===== config.mk =====
export PLATFORM = sky130hd
export DESIGN_NAME = multi_cycle_cla_adder
export DESIGN_NICKNAME = d
export VERILOG_FILES = /design/src/rtl/multi_cycle_cla_adder_pkg.sv /design/src/rtl/multi_cycle_cla_adder_cla.sv /design/src/rtl/multi_cycle_cla_adder.sv
export SDC_FILE = /design/constraint.sdc
export NUM_CORES = 1
export LEC_CHECK = 0
export BUFFER_PORTS_ARGS = -buffer_cell sky130_fd_sc_hd__buf_2
export CAP_MARGIN = 10
export CORE_MARGIN = 3
export CORE_UTILIZATION = 40
export CTS_CLUSTER_SIZE = 40
export DETAILED_ROUTE_END_ITERATION = 8
export GPL_ROUTABILITY_DRIVEN = 0
export GPL_TIMING_DRIVEN = 0
export PLACE_DENSITY = 0.63
export SYNTH_ARGS = -nofsm -noshare
export SYNTH_HDL_FRONTEND = slang
export SYNTH_SLANG_ARGS = --single-unit

===== constraint.sdc =====
create_clock -name clk -period 14.15 [get_ports clk]
set_input_delay 2.83 -clock clk [delete_from_list [all_inputs] [get_ports clk]]
set_output_delay 2.83 -clock clk [all_outputs]
set_load 0.1 [all_outputs]

===== src/rtl/multi_cycle_cla_adder_pkg.sv =====
// Shared types and elaboration-time helpers for the multi-cycle CLA adder.
// The helpers size the chunk sequencer and the lookahead tree.
package adder_pkg;

    typedef enum logic [1:0] {IDLE, BUSY, DONE} mca_state_t;

    function automatic int nchunk(input int total, input int chunk);
        return total / chunk;
    endfunction

    // Number of base-sized levels needed to reduce value to one group.
    function automatic int log_base(input int value, input int base);
        int v;
        int n;
        v = value;
        n = 0;
        if (base < 2) return 0;
        while (v > 1) begin
            v = v / base;
            n++;
        end
        return n;
    endfunction

    function automatic bit is_power_of(input int value, input int base);
        int v;
        v = value;
        if (base < 2 || v < base) return 1'b0;
        while (v > 1 && (v % base) == 0) v = v / base;
        return (v == 1);
    endfunction

endpackage


===== src/rtl/multi_cycle_cla_adder_cla.sv =====
// Combinational carry-lookahead adder built as a SIZE-ary tree of group generate/propagate
// terms; carries flow back down the tree so every bit's carry is a closed-form lookahead.
module Carry_Lookahead_Adder
    import adder_pkg::*;
#(
    parameter int WIDTH = 16,
    parameter int SIZE  = 4
) (
    input  logic [WIDTH-1:0] a,
    input  logic [WIDTH-1:0] b,
    input  logic             cin,
    output logic [WIDTH-1:0] s,
    output logic             cout
);

    localparam int LEVELS = log_base(WIDTH, SIZE);

    // Carry out of the first n positions of one SIZE-wide group, given its carry in.
    function automatic logic lookahead(input logic [SIZE-1:0] g, input logic [SIZE-1:0] p,
                                       input logic ci, input int n);
        logic c;
        logic [SIZE-1:0] gs;
        logic [SIZE-1:0] ps;
        c  = ci;
        gs = g;
        ps = p;
        for (int i = 0; i < SIZE; i++) begin
            if (i < n) c = gs[0] | (ps[0] & c);
            gs = gs >> 1;
            ps = ps >> 1;
        end
        return c;
    endfunction

    for (genvar l = 0; l <= LEVELS; l++) begin : g_lvl
        localparam int N = WIDTH / (SIZE ** l);
        logic [N-1:0] gv;
        logic [N-1:0] pv;
        logic [N-1:0] cv;

        if (l == 0) begin : g_leaf
            assign gv = a & b;
            assign pv = a ^ b;
        end else begin : g_node
            for (genvar j = 0; j < N; j++) begin : g_grp
                assign gv[j] = lookahead(g_lvl[l-1].gv[j*SIZE +: SIZE],
                                         g_lvl[l-1].pv[j*SIZE +: SIZE], 1'b0, SIZE);
                assign pv[j] = &g_lvl[l-1].pv[j*SIZE +: SIZE];
            end
        end

        if (l == LEVELS) begin : g_root
            assign cv = cin;
        end else begin : g_down
            for (genvar j = 0; j < N / SIZE; j++) begin : g_par
                for (genvar m = 0; m < SIZE; m++) begin : g_pos
                    assign cv[j*SIZE + m] = lookahead(gv[j*SIZE +: SIZE], pv[j*SIZE +: SIZE],
                                                      g_lvl[l+1].cv[j], m);
                end
            end
        end
    end

    assign s    = g_lvl[0].pv ^ g_lvl[0].cv;
    assign cout = g_lvl[LEVELS].gv[0] | (g_lvl[LEVELS].pv[0] & cin);

endmodule


===== src/rtl/multi_cycle_cla_adder.sv =====
// Wide adder that streams operands through one CHUNK_WIDTH CLA, LSB slice first,
// carrying the slice carry-out into the next cycle. Valid/ready on both sides.
module multi_cycle_cla_adder
    import adder_pkg::*;
#(
    parameter int TOTAL_WIDTH = 64,
    parameter int CHUNK_WIDTH = 16,
    parameter int CLA_SIZE    = 4
) (
    input  logic                   clk,
    input  logic                   rst,
    input  logic                   in_valid,
    output logic                   in_ready,
    input  logic [TOTAL_WIDTH-1:0] a,
    input  logic [TOTAL_WIDTH-1:0] b,
    input  logic                   cin,
    output logic                   out_valid,
    input  logic                   out_ready,
    output logic [TOTAL_WIDTH-1:0] sum,
    output logic                   cout
);

    localparam int NCHUNK = nchunk(TOTAL_WIDTH, CHUNK_WIDTH);
    localparam int IDX_W  = (NCHUNK > 1) ? $clog2(NCHUNK) : 1;
    localparam int BASE_W = (TOTAL_WIDTH > 1) ? $clog2(TOTAL_WIDTH) : 1;
    localparam logic [IDX_W-1:0] LAST_IDX = IDX_W'(NCHUNK - 1);

    if (TOTAL_WIDTH % CHUNK_WIDTH != 0) begin : g_bad_total
        $error("TOTAL_WIDTH must be a multiple of CHUNK_WIDTH");
    end
    if (!is_power_of(CHUNK_WIDTH, CLA_SIZE)) begin : g_bad_chunk
        $error("CHUNK_WIDTH must be a power of CLA_SIZE");
    end

    mca_state_t             state;
    logic [IDX_W-1:0]       idx;
    logic                   carry;
    logic [TOTAL_WIDTH-1:0] a_sr;
    logic [TOTAL_WIDTH-1:0] b_sr;
    logic [CHUNK_WIDTH-1:0] cla_s;
    logic                   cla_cout;
    logic [BASE_W-1:0]      slice_base;
    logic                   accept;

    Carry_Lookahead_Adder #(.WIDTH(CHUNK_WIDTH), .SIZE(CLA_SIZE)) u_cla (
        .a    (a_sr[CHUNK_WIDTH-1:0]),
        .b    (b_sr[CHUNK_WIDTH-1:0]),
        .cin  (carry),
        .s    (cla_s),
        .cout (cla_cout)
    );

    // DONE hands in_ready to the consumer so a new add can start on the retire cycle.
    always_comb begin
        in_ready = 1'b0;
        case (state)
            IDLE:    in_ready = 1'b1;
            DONE:    in_ready = out_ready;
            default: in_ready = 1'b0;
        endcase
    end

    assign out_valid  = (state == DONE);
    assign accept     = in_valid & in_ready;
    assign slice_base = BASE_W'(int'(idx) * CHUNK_WIDTH);

    always_ff @(posedge clk or posedge rst) begin
        if (rst) begin
            state <= IDLE;
            idx   <= '0;
            carry <= 1'b0;
            a_sr  <= '0;
            b_sr  <= '0;
            sum   <= '0;
            cout  <= 1'b0;
        end else if (accept) begin
            a_sr  <= a;
            b_sr  <= b;
            carry <= cin;
            idx   <= '0;
            state <= BUSY;
        end else begin
            case (state)
                BUSY: begin
                    sum[slice_base +: CHUNK_WIDTH] <= cla_s;
                    carry <= cla_cout;
                    a_sr  <= a_sr >> CHUNK_WIDTH;
                    b_sr  <= b_sr >> CHUNK_WIDTH;
                    if (idx == LAST_IDX) begin
                        cout  <= cla_cout;
                        idx   <= '0;
                        state <= DONE;
                    end else begin
                        idx <= idx + 1'b1;
                    end
                end
                DONE: begin
                    if (out_ready) state <= IDLE;
                end
                IDLE: state <= IDLE;
                default: state <= IDLE;
            endcase
        end
    end

endmodule


After elaboration in Yosys (flattened, before gate mapping)

Cells that the tools add are included.

Add/sub/neg operators: 2
Mux-type cells: 15
Bitwise gates (word level): 67
Reduce and logical (&&, ||, !) cells: 10
Shift-type cells: 2
Eq/ne operators: 5

Operators by type and width:

| operator                | number |
|---|---|
| $mux 64                 | 4 |
| $bwmux 64               | 1 |
| $shift 16x8->64 const A | 1 |
| $shiftx 16x8->64        | 1 |
| $and 1x1->1             | 32 |
| $xor 16x16->16          | 2 |
| $or 1x1->1              | 31 |
| $and 16x16->16          | 1 |
| $reduce_and 16->1       | 1 |
| $reduce_and 4->1        | 4 |
| $mux 2                  | 6 |
| $neg 6->8               | 1 |
| $eq 2x2->1 const B      | 2 |
| $pmux 2 s2              | 1 |
| $reduce_and 2->1        | 2 |
| $ne 3x1->1 const B      | 1 |
| $ne 3x3->1 const B      | 1 |
| $reduce_and 3->1        | 1 |
| $add 2x1->2 const B     | 1 |
| $eq 2x1->1 const B      | 1 |
| $logic_not 2->1         | 1 |
| $mux 1                  | 2 |
| $pmux 1 s2              | 1 |
| $reduce_bool 2->1       | 1 |
| $not 1->1               | 1 |

Register bits: 198

Depth between registers and ports, before layout

Gate-level depths: netlist of the first run.

Depth in word-level cells: 21
Depth in mapped cells: 11
Gate-level depth less buffers: 11

Hierarchy

A second synthesis of the first run with hierarchy kept.

Cell total of the unflattened synthesis: 690
Area total of the unflattened synthesis: 9450.3 um2

Modules (own cells, without submodules):

| module                | area each (um2) | cells an instance | times used |
|---|---|---|---|
| multi_cycle_cla_adder | 8788.4          | 626               | 1 |
| Carry_Lookahead_Adder | 661.9           | 64                | 1 |

Worst setup path after synthesis of the first run

Ideal clock, no wire load.

Kind: input -> output
Start: in out_ready
End: out in_ready
Data arrival time: 4.358 ns
Data required time: 11.320 ns
Buffers on the path: 0
Cell stages on the path: 2
Setup slack: 6.962 ns
Cell sequence: inv_1 -> a21oi_1

Longest elaborated chain between the ends: 1

Ends and longest elaborated chain:

| element     | RTL line                    | RTL |
|---|---|---|
| from (decl) | multi_cycle_cla_adder.sv:18 | `input logic out_ready,` |
| $pmux 1 s2  | multi_cycle_cla_adder.sv:56 | `case (state)` |
| to (decl)   | multi_cycle_cla_adder.sv:13 | `output logic in_ready,` |

No other way between the ends.

Final worst setup path of the first run

Same ends and word-level chain as after synthesis.

==> out/metrics.yaml, run 1 <==
outcome:
  outcome: "complete, no violations"
clocking:
  htreeDepth: 4
  clock-root-buffer: "clkbuf_16"
  clockBufferDepth: 2
  tritoncts: "done"
  cts_made_buffers: 17
  cts.sinks: 198
  clk_pin_slew_worst_paths_ns: 0.07
  clkLatencyLatePin_ns: 0.43
  cts_hold_buf: 0
  cts_setup_buffers: 0
  ctsResizeCount: 0
grt:
  use_met1_pct: 26.77
  antenna_found_initial: 7
  first_global_vias: 6984
  grt_most_used_layer: "met2"
  gr-usage-met2_pct: 32.02
  grt_max_degree: 105
  use_met3_pct: 5.068
  grt_pass1_wl_mm: 37.03
  overflow: 0
  track_usage_pct: 19.74
logic_synthesis:
  syn_nets: 1060
  netlist_area_mm2: 0.008682
  yosys_warnings: 0
  syn_avg_cell_area_um2: 9.722
  synth.distinct_cells: 33
  seq_area_frac_synth_pct: 57.07
  syn-instance-count: 893
  ys_ff_latch: 198
die:
  dieArea_mm2: 0.02351
  die_h_um: 153.3
  rows: 53
  initial_core_util_pct: 41.04
  io-pin-count: 200
  core_area_mm2: 0.02115
  die_w_um: 153.3
routing:
  wire_per_inst_um: 16.50
  wl_mm: 23.15
  via_per_inst: 4.958
  initialDrtViolationCount: 380
  vias: 6956
  dr.pass1.iters: 5
  postRouteAntennaNets: 0
  drc_errors: 0
final_layout:
  seqCellArea_mm2: 0.004955
  fillers: 2030
  final_common_cell: "nand2_1"
  multi_input_area_mm2: 0.003354
  final_cell_mix: "nand2_1, buf_2, dfrtp_1"
  fin_nets: 1279
  postLayoutCoreUtil_pct: 50.55
  fin_area_mm2: 0.01069
  syn_to_final_growth_pct: 23.16
  drive_above_1_share_pct: 24.27
timing:
  rsz0062_at_grt: "false"
  setup-violations-final: 0
  hold_violations: 0
  relSlewSlack_pct: 52.29
  finalClockSkew_ns: 0.01306
  fin_tns_setup_ns: 0
  finalCriticalPeriod_ns: 6.399
  worst_slack_ns: 7.751
  timing.final.crit_share_pct: 45.22
  drv_slew: 0
  worstMarginPinSlew_ns: 0.7156
  clock.fmax_mhz: 156.3
worst_setup_path:
  cp-end-kind: "primary output"
  r2r_slack_ns: 10.39
  cp.arrival_ns: 3.57
  crit_path_start_kind: "input pin"
  crit_fanout: 3
  crit_required_ns: 11.32
  rr_startpoint: "a_sr[3]$_DFFE_PP0P_"
  timing.rr.end: "sum[15]$_DFFE_PP0P_"
  reg2reg_depth: 11
  crit_type: "in -> out"
placement:
  place_area_mm2: 0.01006
  port_buffers: 199
  hpwl_mm: 17.55
  pre_cts_ws_ns: 7.772
hold_path:
  hold_class: "reg -> reg"
  hold_depth: 2
  min-delay-start: "sum[44]$_DFFE_PP0P_"
  min_to: "sum[44]$_DFFE_PP0P_"
job:
  cap_violations: 0
-- synth_stat cells, drive strengths merged --
cell | n | area share, %
nor2b | 2 | 0.14
xor2 | 4 | 0.40
and2b | 1 | 0.087
o21ai | 101 | 6.6
or4 | 3 | 0.26
a21oi | 11 | 0.63
nor4b | 1 | 0.10
and4 | 1 | 0.10
dfrtp | 198 | 57
a22oi | 96 | 8.3
ha | 22 | 3.2
o22ai | 1 | 0.072
nand3 | 1 | 0.058
nor2 | 8 | 0.35
o211ai | 2 | 0.17
a211oi | 2 | 0.17
nor3 | 1 | 0.058
inv | 31 | 1.3
fa | 12 | 2.8
a22o | 1 | 0.10
nand2b | 1 | 0.072
o21a | 1 | 0.087
a221o | 1 | 0.12
o21bai | 1 | 0.087
buf | 25 | 1.7
nand2 | 334 | 15
nand4 | 1 | 0.072
clkbuf | 30 | 1.3
-- worst max-delay path by stage --
stage                         start                    to  slack (ns)  cells after the start
after floorplan                 rst   a_sr[0]$_DFFE_PP0P_        5.92                      1
after global placement          rst  b_sr[56]$_DFFE_PP0P_        3.62                      2
after detailed placement  out_ready              in_ready        7.77                      4
after CTS                 out_ready              in_ready        7.77                      4
after global routing      out_ready              in_ready        7.71                      4
final                     out_ready              in_ready        7.75                      4
-- registers in the layout (all words and copies together) (netlist names) --
register	flops
sum	64
idx	2
carry	1
b_sr	64
state	2
a_sr	64
cout	1
-- metal layers --
| layer | wire, um | vias to the layer above |
|---|---|---|
| met1 | 10540 | 3283 |
| met2 | 10830 | 200 |
| met5 | 43 | - |
| met4 | 262 | 10 |
| met3 | 1476 | 27 |
| li1 | - | 3436 |
-- layout make-up --
cell class / instances / area share [%]
Inverter: 31 / 1.158
Timing Repair Buffer: 200 / 9.572
Buffer: 55 / 2.399
Clock inverter: 14 / 1.767
Multi-Input combinational cell: 609 / 31.37
Tap cell: 275 / 3.218
Clock buffer: 18 / 4.107
Antenna cell: 3 / 0.07021
Sequential cell: 198 / 46.34
-- metrics by stage --
stage          std cells  hold WS (ns)
3_3_place_gp        1367        0.4585
3_5_place_dp        1368        0.4623
5_1_grt             1402        0.4971
6_report            1403        0.4722
4_1_cts             1400        0.4783
2_1_floorplan        893        0.4463
-- critical path: stages --
cell     delay, ns
buf_2         0.08
inv_1         0.05
a21oi_1       0.16
buf_2         0.45
-- cells by family after synthesis --
group | share of synthesized area, %
buffers and inverters | 4.295
xor gates and xnor gates | 0.4035
and+or+nand+nor | 16.00
adders and majority gates | 5.937
DFF | 57.07
AOI/OAI and AO/OA | 16.30
Power of run 1 is left out: the tool's default activity adds up to more than one toggle a clock period on the data nets, which glitch-free logic cannot reach.
==> run 2: changes to the inputs <==
--- a/config.mk
+++ b/config.mk
@@ -13,7 +13,7 @@
 export DETAILED_ROUTE_END_ITERATION = 8
 export GPL_ROUTABILITY_DRIVEN = 0
 export GPL_TIMING_DRIVEN = 0
-export PLACE_DENSITY = 0.63
+export PLACE_DENSITY = 0.66
 export SYNTH_ARGS = -nofsm -noshare
 export SYNTH_HDL_FRONTEND = slang
 export SYNTH_SLANG_ARGS = --single-unit
==> constraint.sdc (replaced) <==
create_clock -name clk -period 5.24 [get_ports clk]
set_input_delay 1.048 -clock clk [delete_from_list [all_inputs] [get_ports clk]]
set_output_delay 1.048 -clock clk [all_outputs]
set_load 0.1 [all_outputs]
==> run 2 against run 1 <==
Compared with the run above:
- clock-buffer cell count stayed put
- hold slack better by 0.0025 ns
- routed wire length is 1.5% higher
- die area did not move
- critical path depth grew 7
- sequential share of layout area shrank 0.20 points
- critical path type is now reg -> reg
- highest routed layer unchanged
- sequential cell count is the same
==> out/metrics.yaml, run 2 (synthesis results as in run 1) <==
outcome:
  outcome: "complete, no violations"
clocking:
  cts_hold_buf: 0  # unchanged
  cts_made_buffers: 17  # unchanged
  tritoncts: "done"
  clock-root-buffer: "clkbuf_16"
  htreeDepth: 4  # unchanged
  cts_setup_buffers: 0  # unchanged
  ctsResizeCount: 0  # unchanged
  clkLatencyLatePin_ns: 0.44  # about the same
  clk_pin_slew_worst_paths_ns: 0.08  # about the same
  clockBufferDepth: 2  # unchanged
  cts.sinks: 198  # unchanged
timing:
  timing.final.crit_share_pct: 74.33
  setup-violations-final: 0  # unchanged
  drv_slew: 0  # unchanged
  finalCriticalPeriod_ns: 3.895
  clock.fmax_mhz: 256.8
  fin_tns_setup_ns: 0  # unchanged
  hold_violations: 0  # unchanged
  worst_slack_ns: 1.345  # -6.405 ns
  holdWs_ns: 0.4747  # +0.002503 ns
  rsz0062_at_grt: "false"
  finalClockSkew_ns: 0.01301  # -0.00005170 ns
  relSlewSlack_pct: 56.83  # +4.5 points
  worstMarginPinSlew_ns: 0.6461  # -0.06950 ns
grt:
  track_usage_pct: 20.40  # +0.66 points
  antenna_found_initial: 9  # +2
  overflow: 0  # unchanged
  grt_max_degree: 42  # -60%
  grt_pass1_wl_mm: 38.23  # +3.2%
  first_global_vias: 7198  # +3.1%
placement:
  pre_cts_ws_ns: 1.370  # -6.403 ns
  hpwl_mm: 18.24  # +3.9%
  port_buffers: 199  # unchanged
hold_path:
  hold_class: "reg -> reg"
  hold_depth: 2  # unchanged
job:
  cap_violations: 0  # unchanged
routing:
  via_per_inst: 5.009  # +1.0%
  met3WireLength_mm: 1.513  # +2.5%
  drc_errors: 0  # unchanged
  wl_met2_mm: 11.02  # +1.8%
  vias: 7048  # +1.3%
  wl_mm: 23.49  # +1.5%
  initialDrtViolationCount: 357  # -6.1%
  wire_per_inst_um: 16.69  # +1.2%
  wl_met1_mm: 10.52  # -0.14%
  dr.max_layer_used: "met5"
  dr.pass1.iters: 5  # unchanged
  postRouteAntennaNets: 0  # unchanged
worst_setup_path:
  crit_buf_inv: 0  # -3
  crit_required_ns: 5.52  # -5.80 ns
  cp-end-kind: "flop"
  cp.arrival_ns: 4.18  # +0.61 ns
  worstPathCellList: "ha_1 -> a21oi_1 -> o21ai_0 -> nor4b_1 -> o21ai_0 -> nor2b_1 -> fa_1 -> fa_1 -> fa_1 -> xor2_1 -> o21ai_0"
  crit_family: "adder cells"
  crit_fanout: 4  # +1
  slowest_stage: "nor4b_1"
  crit_path_start_kind: "flop"
  crit_type: "reg -> reg"
  slowest_delay_ns: 0.50  # +0.05 ns
  reg2reg_depth: 11  # unchanged
  cp.depth: 11  # +7
die:
  die_h_um: 153.3  # unchanged
  initial_core_util_pct: 41.04  # unchanged
  dieArea_mm2: 0.02351  # unchanged
  rows: 53  # unchanged
  io-pin-count: 200  # unchanged
  die_w_um: 153.3  # unchanged
  core_area_mm2: 0.02115  # unchanged
final_layout:
  fillers: 1997  # -1.6%
  fin_nets: 1283  # +0.31%
  syn_to_final_growth_pct: 23.71
  reg_top3: "a_sr x64, b_sr x64, sum x64"
  final_cell_mix: "nand2_1, buf_2, dfrtp_1"
  drive_above_1_share_pct: 24.45  # +0.18 points
  final_common_cell: "nand2_1"
## run 2: final cells by class
type,instances,area [um2],share of cell area [%]
clock inverter,14,177.7,1.654
multi-input combinational,609,3354,31.23
clock buffer,18,429.2,3.996
sequential,198,4955,46.13
antenna,3,7.507,0.06990
timing repair buffer,204,1096,10.21
inverter,31,120.1,1.118
tap,275,344.1,3.204
buffer,55,256.5,2.388
## run 2: final timing paths
check	from	to	slack, ns
max in group asynchronous	rst	sum[21]$_DFFE_PP0P_	3.69
min in group asynchronous	rst	sum[60]$_DFFE_PP0P_	0.70
max	a_sr[0]$_DFFE_PP0P_	sum[31]$_DFFE_PP0P_	1.35
min reg2reg	sum[60]$_DFFE_PP0P_	sum[60]$_DFFE_PP0P_	0.47
max reg2reg	a_sr[0]$_DFFE_PP0P_	sum[31]$_DFFE_PP0P_	1.35
min	sum[60]$_DFFE_PP0P_	sum[60]$_DFFE_PP0P_	0.47
## run 2: worst register-to-register path: cells and delay by family (launching register included)
family / cells / cell delay [ns]
flip-flops: 1 / 0.43
adder cells (fa/ha/maj): 4 / 1.47
AO/OA/AOI/OAI: 4 / 0.68
XOR/XNOR: 1 / 0.47
AND/OR/NAND/NOR: 2 / 0.69
## run 2: stage by stage
| stage | instances | instance area (um2) | util [%] |
|---|---|---|---|
| after floorplan | 893 | 8686 | - |
| after global placement | 1367 | 10030 | 47.39 |
| after CTS | 1404 | 10730 | 50.74 |
| after detailed placement | 1372 | 10130 | 47.87 |
| final | 1407 | 10740 | 50.77 |
| after global routing | 1406 | 10740 | 50.76 |
## run 2: layer usage
layer  global-route usage, %  vias up
met5                       0        -
met4                   5.303       14
met3                   5.946       35
met2                   32.94      197
met1                   27.19     3340
li1                        -     3462
Power of run 2 is left out for the same reason.
